File: src/rtl/pixel_uart_tx_if.sv
// Synchronous read port of the output frame buffer: the transmitter strobes an address,
// and the buffer returns the pixel word on the following cycle.
interface pixel_uart_tx_if #(
  parameter int BPP    = 3,
  parameter int ADDR_W = 10
);
  logic              rd_en;
  logic [ADDR_W-1:0] rd_addr;
  logic [8*BPP-1:0]  rd_data;

  modport master (output rd_en, output rd_addr, input rd_data);
  modport slave  (input rd_en, input rd_addr, output rd_data);
endinterface

File: src/rtl/pixel_uart_tx.sv
// Streams a frame of BPP-byte pixels from the output buffer over a UART 8N1 line, MSB byte first.
// Per pixel: 2 fetch cycles then BPP back-to-back 10-bit characters; no backpressure, start is only taken in IDLE.
module pixel_uart_tx #(
  parameter int BPP           = 3,
  parameter int ADDR_W        = 10,
  parameter int TICK_PER_HALF = 1302
) (
  input  logic              clk,
  input  logic              rst,
  input  logic              start,
  input  logic [ADDR_W-1:0] num_pix,
  pixel_uart_tx_if.master   rd_bus,
  output logic              tx,
  output logic              tx_active,
  output logic              done
);
  localparam int BIT_CLKS = 2 * TICK_PER_HALF;
  localparam int TW       = (BIT_CLKS > 1) ? $clog2(BIT_CLKS) : 1;
  localparam int BIW      = (BPP > 1) ? $clog2(BPP) : 1;
  localparam logic [TW-1:0]  TICK_LAST = TW'(BIT_CLKS - 1);
  localparam logic [BIW-1:0] BYTE_LAST = BIW'(BPP - 1);

  typedef enum logic [2:0] {
    S_IDLE, S_FETCH, S_LATCH, S_START, S_DATA, S_STOP, S_FIN
  } state_t;

  state_t            r_state;
  logic [TW-1:0]     r_tick;
  logic [2:0]        r_bit_idx;
  logic [BIW-1:0]    r_byte_idx;
  logic [ADDR_W-1:0] r_pix_cnt;
  logic [ADDR_W-1:0] r_num_pix;
  logic [8*BPP-1:0]  r_pix;
  logic [6:0]        r_shift;
  logic              r_tx;
  logic              r_tx_active;
  logic              r_done;
  logic              r_rd_en;
  logic [ADDR_W-1:0] r_rd_addr;

  logic              w_bit_end;
  logic [TW-1:0]     w_tick_nxt;
  logic [7:0]        w_cur_byte;
  logic              w_last_pix;

  assign w_bit_end  = (r_tick == TICK_LAST);
  assign w_tick_nxt = w_bit_end ? '0 : r_tick + TW'(1);
  // The pixel register shifts left after each byte, so the current byte is always the top one.
  assign w_cur_byte = r_pix[8*BPP-1 -: 8];
  assign w_last_pix = ({1'b0, r_pix_cnt} + (ADDR_W+1)'(1)) >= {1'b0, r_num_pix};

  always_ff @(posedge clk) begin
    if (!rst) begin
      r_state     <= S_IDLE;
      r_tick      <= '0;
      r_bit_idx   <= '0;
      r_byte_idx  <= '0;
      r_pix_cnt   <= '0;
      r_num_pix   <= '0;
      r_pix       <= '0;
      r_shift     <= '0;
      r_tx        <= 1'b1;
      r_tx_active <= 1'b0;
      r_done      <= 1'b0;
      r_rd_en     <= 1'b0;
      r_rd_addr   <= '0;
    end else begin
      r_done  <= 1'b0;
      r_rd_en <= 1'b0;
      case (r_state)
        S_IDLE: begin
          r_tx <= 1'b1;
          if (start) begin
            r_num_pix <= num_pix;
            r_pix_cnt <= '0;
            if (num_pix == '0) begin
              r_state <= S_FIN;
              r_done  <= 1'b1;
            end else begin
              r_state     <= S_FETCH;
              r_tx_active <= 1'b1;
              r_rd_en     <= 1'b1;
              r_rd_addr   <= '0;
            end
          end
        end
        S_FETCH: r_state <= S_LATCH;
        S_LATCH: begin
          r_pix      <= rd_bus.rd_data;
          r_byte_idx <= '0;
          r_tick     <= '0;
          r_tx       <= 1'b0;
          r_state    <= S_START;
        end
        S_START: begin
          r_tick <= w_tick_nxt;
          if (w_bit_end) begin
            r_tx      <= w_cur_byte[0];
            r_shift   <= w_cur_byte[7:1];
            r_bit_idx <= '0;
            r_state   <= S_DATA;
          end
        end
        S_DATA: begin
          r_tick <= w_tick_nxt;
          if (w_bit_end) begin
            if (r_bit_idx == 3'd7) begin
              r_tx    <= 1'b1;
              r_state <= S_STOP;
            end else begin
              r_tx      <= r_shift[0];
              r_shift   <= r_shift >> 1;
              r_bit_idx <= r_bit_idx + 3'd1;
            end
          end
        end
        S_STOP: begin
          r_tick <= w_tick_nxt;
          if (w_bit_end) begin
            if (r_byte_idx != BYTE_LAST) begin
              r_byte_idx <= r_byte_idx + BIW'(1);
              r_pix      <= r_pix << 8;
              r_tx       <= 1'b0;
              r_state    <= S_START;
            end else if (!w_last_pix) begin
              r_pix_cnt <= r_pix_cnt + ADDR_W'(1);
              r_rd_en   <= 1'b1;
              r_rd_addr <= r_pix_cnt + ADDR_W'(1);
              r_state   <= S_FETCH;
            end else begin
              r_done      <= 1'b1;
              r_tx_active <= 1'b0;
              r_state     <= S_FIN;
            end
          end
        end
        S_FIN:   r_state <= S_IDLE;
        default: r_state <= S_IDLE;
      endcase
    end
  end

  assign rd_bus.rd_en   = r_rd_en;
  assign rd_bus.rd_addr = r_rd_addr;
  assign tx             = r_tx;
  assign tx_active      = r_tx_active;
  assign done           = r_done;
endmodule

File: src/flat_wrapper.sv
// flat-port wrapper written by rule: the top's interface ports become plain ports
module pixel_uart_tx_flat 
#(
  parameter int BPP           = 3,
  parameter int ADDR_W        = 10,
  parameter int TICK_PER_HALF = 1302
)
  (clk, rst, start, num_pix, tx, tx_active, done, rd_bus_rd_en, rd_bus_rd_addr, rd_bus_rd_data);
  pixel_uart_tx_if #(.BPP(BPP), .ADDR_W(ADDR_W)) rd_bus_i ();
  input  logic clk;
  input  logic rst;
  input  logic start;
  input  logic [ADDR_W-1:0] num_pix;
  output logic tx;
  output logic tx_active;
  output logic done;
  output wire logic [$bits(rd_bus_i.rd_en)-1:0] rd_bus_rd_en;
  output wire logic [$bits(rd_bus_i.rd_addr)-1:0] rd_bus_rd_addr;
  input wire logic [$bits(rd_bus_i.rd_data)-1:0] rd_bus_rd_data;
  assign rd_bus_rd_en = rd_bus_i.rd_en;
  assign rd_bus_rd_addr = rd_bus_i.rd_addr;
  assign rd_bus_i.rd_data = rd_bus_rd_data;
  pixel_uart_tx #(.BPP(BPP), .ADDR_W(ADDR_W), .TICK_PER_HALF(TICK_PER_HALF)) u_core (.clk(clk), .rst(rst), .start(start), .num_pix(num_pix), .rd_bus(rd_bus_i), .tx(tx), .tx_active(tx_active), .done(done));
endmodule
File: config.mk
export PLATFORM = sky130hd
export DESIGN_NAME = pixel_uart_tx_flat
export DESIGN_NICKNAME = d
export VERILOG_FILES = /design/src/rtl/pixel_uart_tx_if.sv /design/src/rtl/pixel_uart_tx.sv /design/src/flat_wrapper.sv
export SDC_FILE = /design/constraint.sdc
export NUM_CORES = 1
export LEC_CHECK = 0
export CORE_ASPECT_RATIO = 1.25
export CORE_UTILIZATION = 35
export DETAILED_ROUTE_END_ITERATION = 8
export PLACE_DENSITY_LB_ADDON = 0.15
export SLEW_MARGIN = 20
export SYNTH_ARGS = -nofsm -noshare
export SYNTH_HDL_FRONTEND = slang
export SYNTH_SLANG_ARGS = --single-unit
File: constraint.sdc
create_clock -name clk -period 2.7 [get_ports clk]
set_input_delay 0.405 -clock clk [delete_from_list [all_inputs] [get_ports clk]]
set_output_delay 0.405 -clock clk [all_outputs]
set_load 0.01 [all_outputs]
Word-level counts from Yosys, hierarchy flattened
Cells that the tools add are included.

cells by class
  $add $sub $neg = 5
  magnitude comparators = 1
  reductions and logical operators = 16
  muxes and demuxes = 57
  equal/unequal tests = 19

operator list
  operator                                                                  count
  10-bit 2-to-1 mux                                                         6
  24-bit 2-to-1 mux                                                         2
  24-bit one-hot mux with 2 select lines                                    1
  10-bit one-hot mux with 2 select lines                                    2
  3-bit 2-to-1 mux                                                          11
  12-bit one-hot mux with 2 select lines                                    1
  7-bit 2-to-1 mux                                                          3
  1-bit 2-to-1 mux                                                          20
  3-bit one-hot mux with 6 select lines                                     1
  5-bit AND reduction                                                       3
  7-bit one-hot mux with 2 select lines                                     1
  12-bit by 1-bit adder with 12-bit output (second input constant)          1
  12-bit == test (second input constant)                                    1
  12-bit 2-to-1 mux                                                         1
  2-bit by 1-bit inequality test with 1-bit output (second input constant)  6
  2-bit inequality test (second input constant)                             6
  6-bit AND reduction                                                       2
  10-bit by 1-bit adder with 11-bit output (second input constant)          1
  11-bit by 10-bit greater-or-equal comparator with 1-bit output            1
  10-bit by 1-bit adder with 10-bit output (second input constant)          1
  10-bit zero test                                                          1
  3-bit == test (second input constant)                                     3
  2-bit nonzero test                                                        4
  3-bit by 2-bit == test with 1-bit output (second input constant)          2
  other kinds (14)                                                          17

storage, ports and cells
  flip-flop bits (word level) = 85
  output and inout port bits = 14
  word-level logic and storage cells = 111

Logic depth before layout (Yosys ltp)
  depth after elaboration = 6
  gate-level depth with buffers = 14

Least setup slack after synthesis
OpenSTA, ideal clock, no wires.

  path kind = reg2reg
  from = register u_core.r_pix_cnt[2]
  to = register u_core.r_rd_addr[2], in the netlist u_core.rd_bus.rd_addr[2]
  stages on the path, launching flop included = 15
  slack = -0.170 ns
  period minus slack after synthesis = 2.870 ns
  arrival = 2.798 ns
  data required time = 2.628 ns
  library setup time = 0.072 ns
  cells stage by stage = dfxtp_1 > and3_1 > and3_1 > and3_1 > nand3_1 > xor2_1 > inv_1 > ha_1 > nand3_1 > o211ai_1 > o31ai_1 > o21ai_0 > nor3_1 > buf_4 > mux2i_1

on the way
  cells in the longest elaborated chain, start to end = 5
  elaborated cells on any way between the ends = 9
  classes of those cells = add/sub (2); order compare (1); eq/ne (1); mux (4); reduce/logical (1)

RTL lines
  item                                                                                              line                  text
  start: declaration                                                                                pixel_uart_tx.sv:31   logic [ADDR_W-1:0] r_pix_cnt;
  start signal: assignment                                                                          pixel_uart_tx.sv:126  r_pix_cnt <= r_pix_cnt + ADDR_W'(1);
  parallel branches: the longest is 5 deep, another holds 10-bit by 1-bit adder with 11-bit output  n/a
  end signal: assignment                                                                            pixel_uart_tx.sv:128  r_rd_addr <= r_pix_cnt + ADDR_W'(1);
  end: declaration                                                                                  pixel_uart_tx.sv:39   logic [ADDR_W-1:0] r_rd_addr;

Parallel ways; which one is timed is not known. The select of a mux whose other input is x is not followed.
A chain may end at the register's enable or synchronous reset.

Worst setup path after layout
  from = register u_core.r_pix_cnt[4]
  to = register u_core.r_rd_addr[0], in the netlist u_core.rd_bus.rd_addr[0]

on the way
  cells in the longest elaborated chain, start to end = 4

RTL lines
  item                                                            line                 text
  10-bit by 1-bit adder with 11-bit output                        pixel_uart_tx.sv:50  assign w_last_pix = ({1'b0, r_pix_cnt} + (ADDR_W+1)'(1)) >= {1'b0, r_num_pix};
  11-bit by 10-bit greater-or-equal comparator with 1-bit output  pixel_uart_tx.sv:50
  2-bit inequality test (no source line)                          n/a
  6-bit AND reduction (no source line)                            n/a

No other way between the ends.

==> results.md <==
* Max-cap violation count at 0
* Via density at 5.17
* Max Fclk at 357 MHz
* Worst-Skew Late Latency at 0.33 ns
* Routed Antenna Nets at 0
* Final Non-Filler Cells at 786
* Slowest CP cell: dfxtp_2
* Vias in the first global route at 4136
* Worst r2r dst: u_core.rd_bus.rd_addr[0]$_SDFFE_PN0P_
* Asr flop ratio synth at 0%
* Via count at 4061
* Slew Limit Fails at 0
* Part of the power in registers at 42.6%
* Placement Setup Slack at -0.203 ns
* # diodes at 0
* Met3 Use GR at 2.79%
* Register-to-register setup slack at -0.10 ns
* Final worst slack at -0.102 ns
* Most common cell after layout, fill and taps aside: nand2_1
* Worst Path Arrival at 3.07 ns
* Slowest stage delay, CP at 0.33 ns
* Total global-route track usage at 18.4%
* RSZ-0062 raised after global routing: yes
* Yosys top cell area share at 38.9%
* Drt total wl at 11300 um
* WS Path Type: register to register
* Post-layout util at 48.8%
* Drt drc at 0
* Crit share post-route at 104%
* Fin crit period at 2.80 ns
* P per Cell Area at 534 mW/mm^2
* Die Span Y at 127 um
* GR Layer Usage met2 at 33.9%
* CP Capture Type: register
* Crit path buf inv count at 2
* Syn avg cell area at 8.15 sq um
* FF+latch count, synth at 85
* Largest net degree at the start of global routing at 34
* DP HPWL at 8200 um
* CORE AREA at 0.0122 sq mm
* Mapped cell area at 0.00437 sq mm
* CP Depth at 13
* Chip Width at 102 um
* Crit-path most repeated cell: and3_4
* Total die area at 0.0130 sq mm
* Congestion Overflow GR at 0
* Layout cell share with drive strength beyond 1 at 18.5%
* Min-delay worst type: register to register
* Crit path max-delay family: simple AND/OR/NAND/NOR gates
* Reg2reg start: u_core.r_pix_cnt[4]$_SDFFE_PN0P_
* Row count at 45
* DR WL/cell at 14.3 um
* Reg2Reg Depth at 13
* Top post-synthesis cells by area: dfxtp_1, nand2_1, nand3_1
* Starting DRC count in detailed routing at 159
* Leak pwr at 2.43 nW
* Pint at 2.37 mW
* Post-synth top flop: dfxtp_1
* Worst Tran Pin Value at 0.724 ns
* PortBufs at 50
* Clock sink count at 85
* Ports at 51
* Worst Path Max Fanout at 5
* CTS Buf Count at 9
* Synth warn at 0
* Grt met1 use at 20.9%
* CP endpoint: u_core.rd_bus.rd_addr[0]$_SDFFE_PN0P_
* Grt peak-use layer: met2
* Hold Vio Cnt, Final at 0
* CTS max path bufs at 2
* First-pass GRT wire length at 18800 um
* Violated checks: setup timing
* Pwr Total at 3.17 mW
* H-tree level count at 3
* Post-synth EDFFs at 0
* Status: finished, violations left
* Final setup fails at 17
* Initial antenna violation count at 0
* Critical-path cell list: and3_4 > and3_4 > nand3_1 > xnor2_1 > buf_4 > ha_1 > nand3_2 > o211ai_1 > o31ai_4 > o21ai_2 > nor3_4 > clkbuf_16 > mux2i_1
* CTS Root Cell: clkbuf_16
* Hold depth at 2
* Synthesized net count at 589
* GP Congestion at 0.870
* Nets at 669
* Sw Ratio at 25.1%
* Unique cell type count in the Yosys netlist at 54
* Clk pin slew, worst setup/hold paths at 0.06 ns
* Final TNS setup at -1.01 ns
* VDD IR max at 0.258 mV
* CTS tree: built
* CP startpoint: u_core.r_pix_cnt[4]$_SDFFE_PN0P_
* First-pass DRT Iterations at 4
* Area Growth Syn to Fin at 35.7%
* Setup crit start kind: register
* Largest area contributor in the netlist: dfxtp_1
* Worst slew margin at 51.7%
* Sequential fraction of the synthesis area at 38.9%
* Clock share of power at 41.5%
* Post-Syn Instances at 537
* Initial core utilization at 36.0%
* Switching pwr at 794 uW
* Required time of the critical path at 2.97 ns
* Clock Skew at 0.00929 ns
* Dpl cells at 764
* Most frequent cells in the layout: nand2_1, dfxtp_1, clkdlybuf4s50_1
* Post-CTS Hold Fix Bufs at 0
* Combinational share of power at 15.9%
-- sequential cells by signal, summed over array words and instances, names as in the netlist, 2 cells and up --
register               cells
u_core.r_byte_idx          2
u_core.r_state             3
u_core.rd_bus.rd_addr     10
u_core.r_bit_idx           3
u_core.r_tick             12
u_core.r_pix              24
u_core.r_pix_cnt          10
u_core.r_num_pix          10
u_core.r_shift             7
-- routing by layer --
metal	part of all wire, %	wire [um]	up-vias
li1	-	-	2051
met1	43	4890	1931
met2	53	5930	60
met3	2.3	258	19
met4	1.8	200	0
met5	0	0	-
-- synthesized netlist by cell type, types with 10 or more instances --
| master | n |
|---|---|
| nand2_1 | 105 |
| a21boi_0 | 14 |
| o21ai_0 | 17 |
| a21oi_1 | 19 |
| clkbuf_1 | 20 |
| o211a_1 | 22 |
| dfxtp_1 | 85 |
| ha_1 | 15 |
| nor3_1 | 10 |
| nor2b_1 | 16 |
| nand3_1 | 50 |
| buf_2 | 11 |
| mux2i_1 | 12 |
| nor2_1 | 22 |
| inv_1 | 15 |
-- repair_timing --
action,CTS,global route
setup endpoints to repair,23,26
setup buffers,4,6
gates resized for setup,8,36
cloned,0,1
pin swaps,3,13
-- kinds of logic after synthesis --
| family | after synthesis | share of synthesized area (%) |
|---|---|---|
| AND/OR/NAND/NOR | 244 | 26.7 |
| AO/OA/AOI/OAI | 118 | 19.7 |
| flip-flops | 85 | 38.9 |
| buffers and inverters | 50 | 5.03 |
| adder cells (fa/ha/maj) | 15 | 4.29 |
| XOR/XNOR | 13 | 2.60 |
| multiplexers | 12 | 2.75 |
-- worst register-to-register path, stage by stage (launching register included) --
cell and delay [ns]:
dfxtp_2 0.33, and3_4 0.19, and3_4 0.18, nand3_1 0.12
xnor2_1 0.14, buf_4 0.15, ha_1 0.32, nand3_2 0.08
o211ai_1 0.14, o31ai_4 0.30, o21ai_2 0.10, nor3_4 0.30
clkbuf_16 0.21, mux2i_1 0.16
-- area by class of cell --
| cell class | instances | area [sq um] |
|---|---|---|
| clock buffers | 11 | 233 |
| clock inverters | 5 | 83.8 |
| fillers | 1194 | 6230 |
| inverters | 15 | 56.3 |
| multi-input cells | 402 | 2690 |
| flip-flops and latches | 85 | 1710 |
| well taps | 164 | 205 |
| repair buffers | 104 | 958 |
-- stage by stage --
stage / cell area, sq um / hold slack [ns]
after global placement: 5340 / 0.444
after floorplan: 4420 / 0.443
after global routing: 5940 / 0.476
after CTS: 5720 / 0.457
final: 5940 / 0.457
after detailed placement: 5340 / 0.448
-- how the worst min path moves through the flow --
stage	startpoint	endpoint	slack [ns]
floorplan	u_core.r_num_pix[5]$_SDFFE_PN0P_	u_core.r_num_pix[5]$_SDFFE_PN0P_	0.44
global placement	u_core.rd_bus.rd_addr[7]$_SDFFE_PN0P_	u_core.rd_bus.rd_addr[7]$_SDFFE_PN0P_	0.44
detailed placement	u_core.rd_bus.rd_addr[7]$_SDFFE_PN0P_	u_core.rd_bus.rd_addr[7]$_SDFFE_PN0P_	0.45
CTS	u_core.rd_bus.rd_addr[7]$_SDFFE_PN0P_	u_core.rd_bus.rd_addr[7]$_SDFFE_PN0P_	0.46
global route	u_core.rd_bus.rd_addr[0]$_SDFFE_PN0P_	u_core.rd_bus.rd_addr[0]$_SDFFE_PN0P_	0.48
finish	u_core.rd_bus.rd_addr[0]$_SDFFE_PN0P_	u_core.rd_bus.rd_addr[0]$_SDFFE_PN0P_	0.46
-- power groups by stage --
| stage | clock network, mW | registers, mW | logic, mW |
|---|---|---|---|
| finish | 1.31 | 1.35 | 0.503 |
| floorplan | 0 | 1.36 | 0.281 |
| CTS | 1.35 | 1.35 | 0.460 |
| global placement | 0 | 1.38 | 0.441 |
| detailed placement | 0 | 1.38 | 0.448 |
| global route | 1.40 | 1.36 | 0.552 |
No activity file was read; power rests on OpenSTA's default activity.
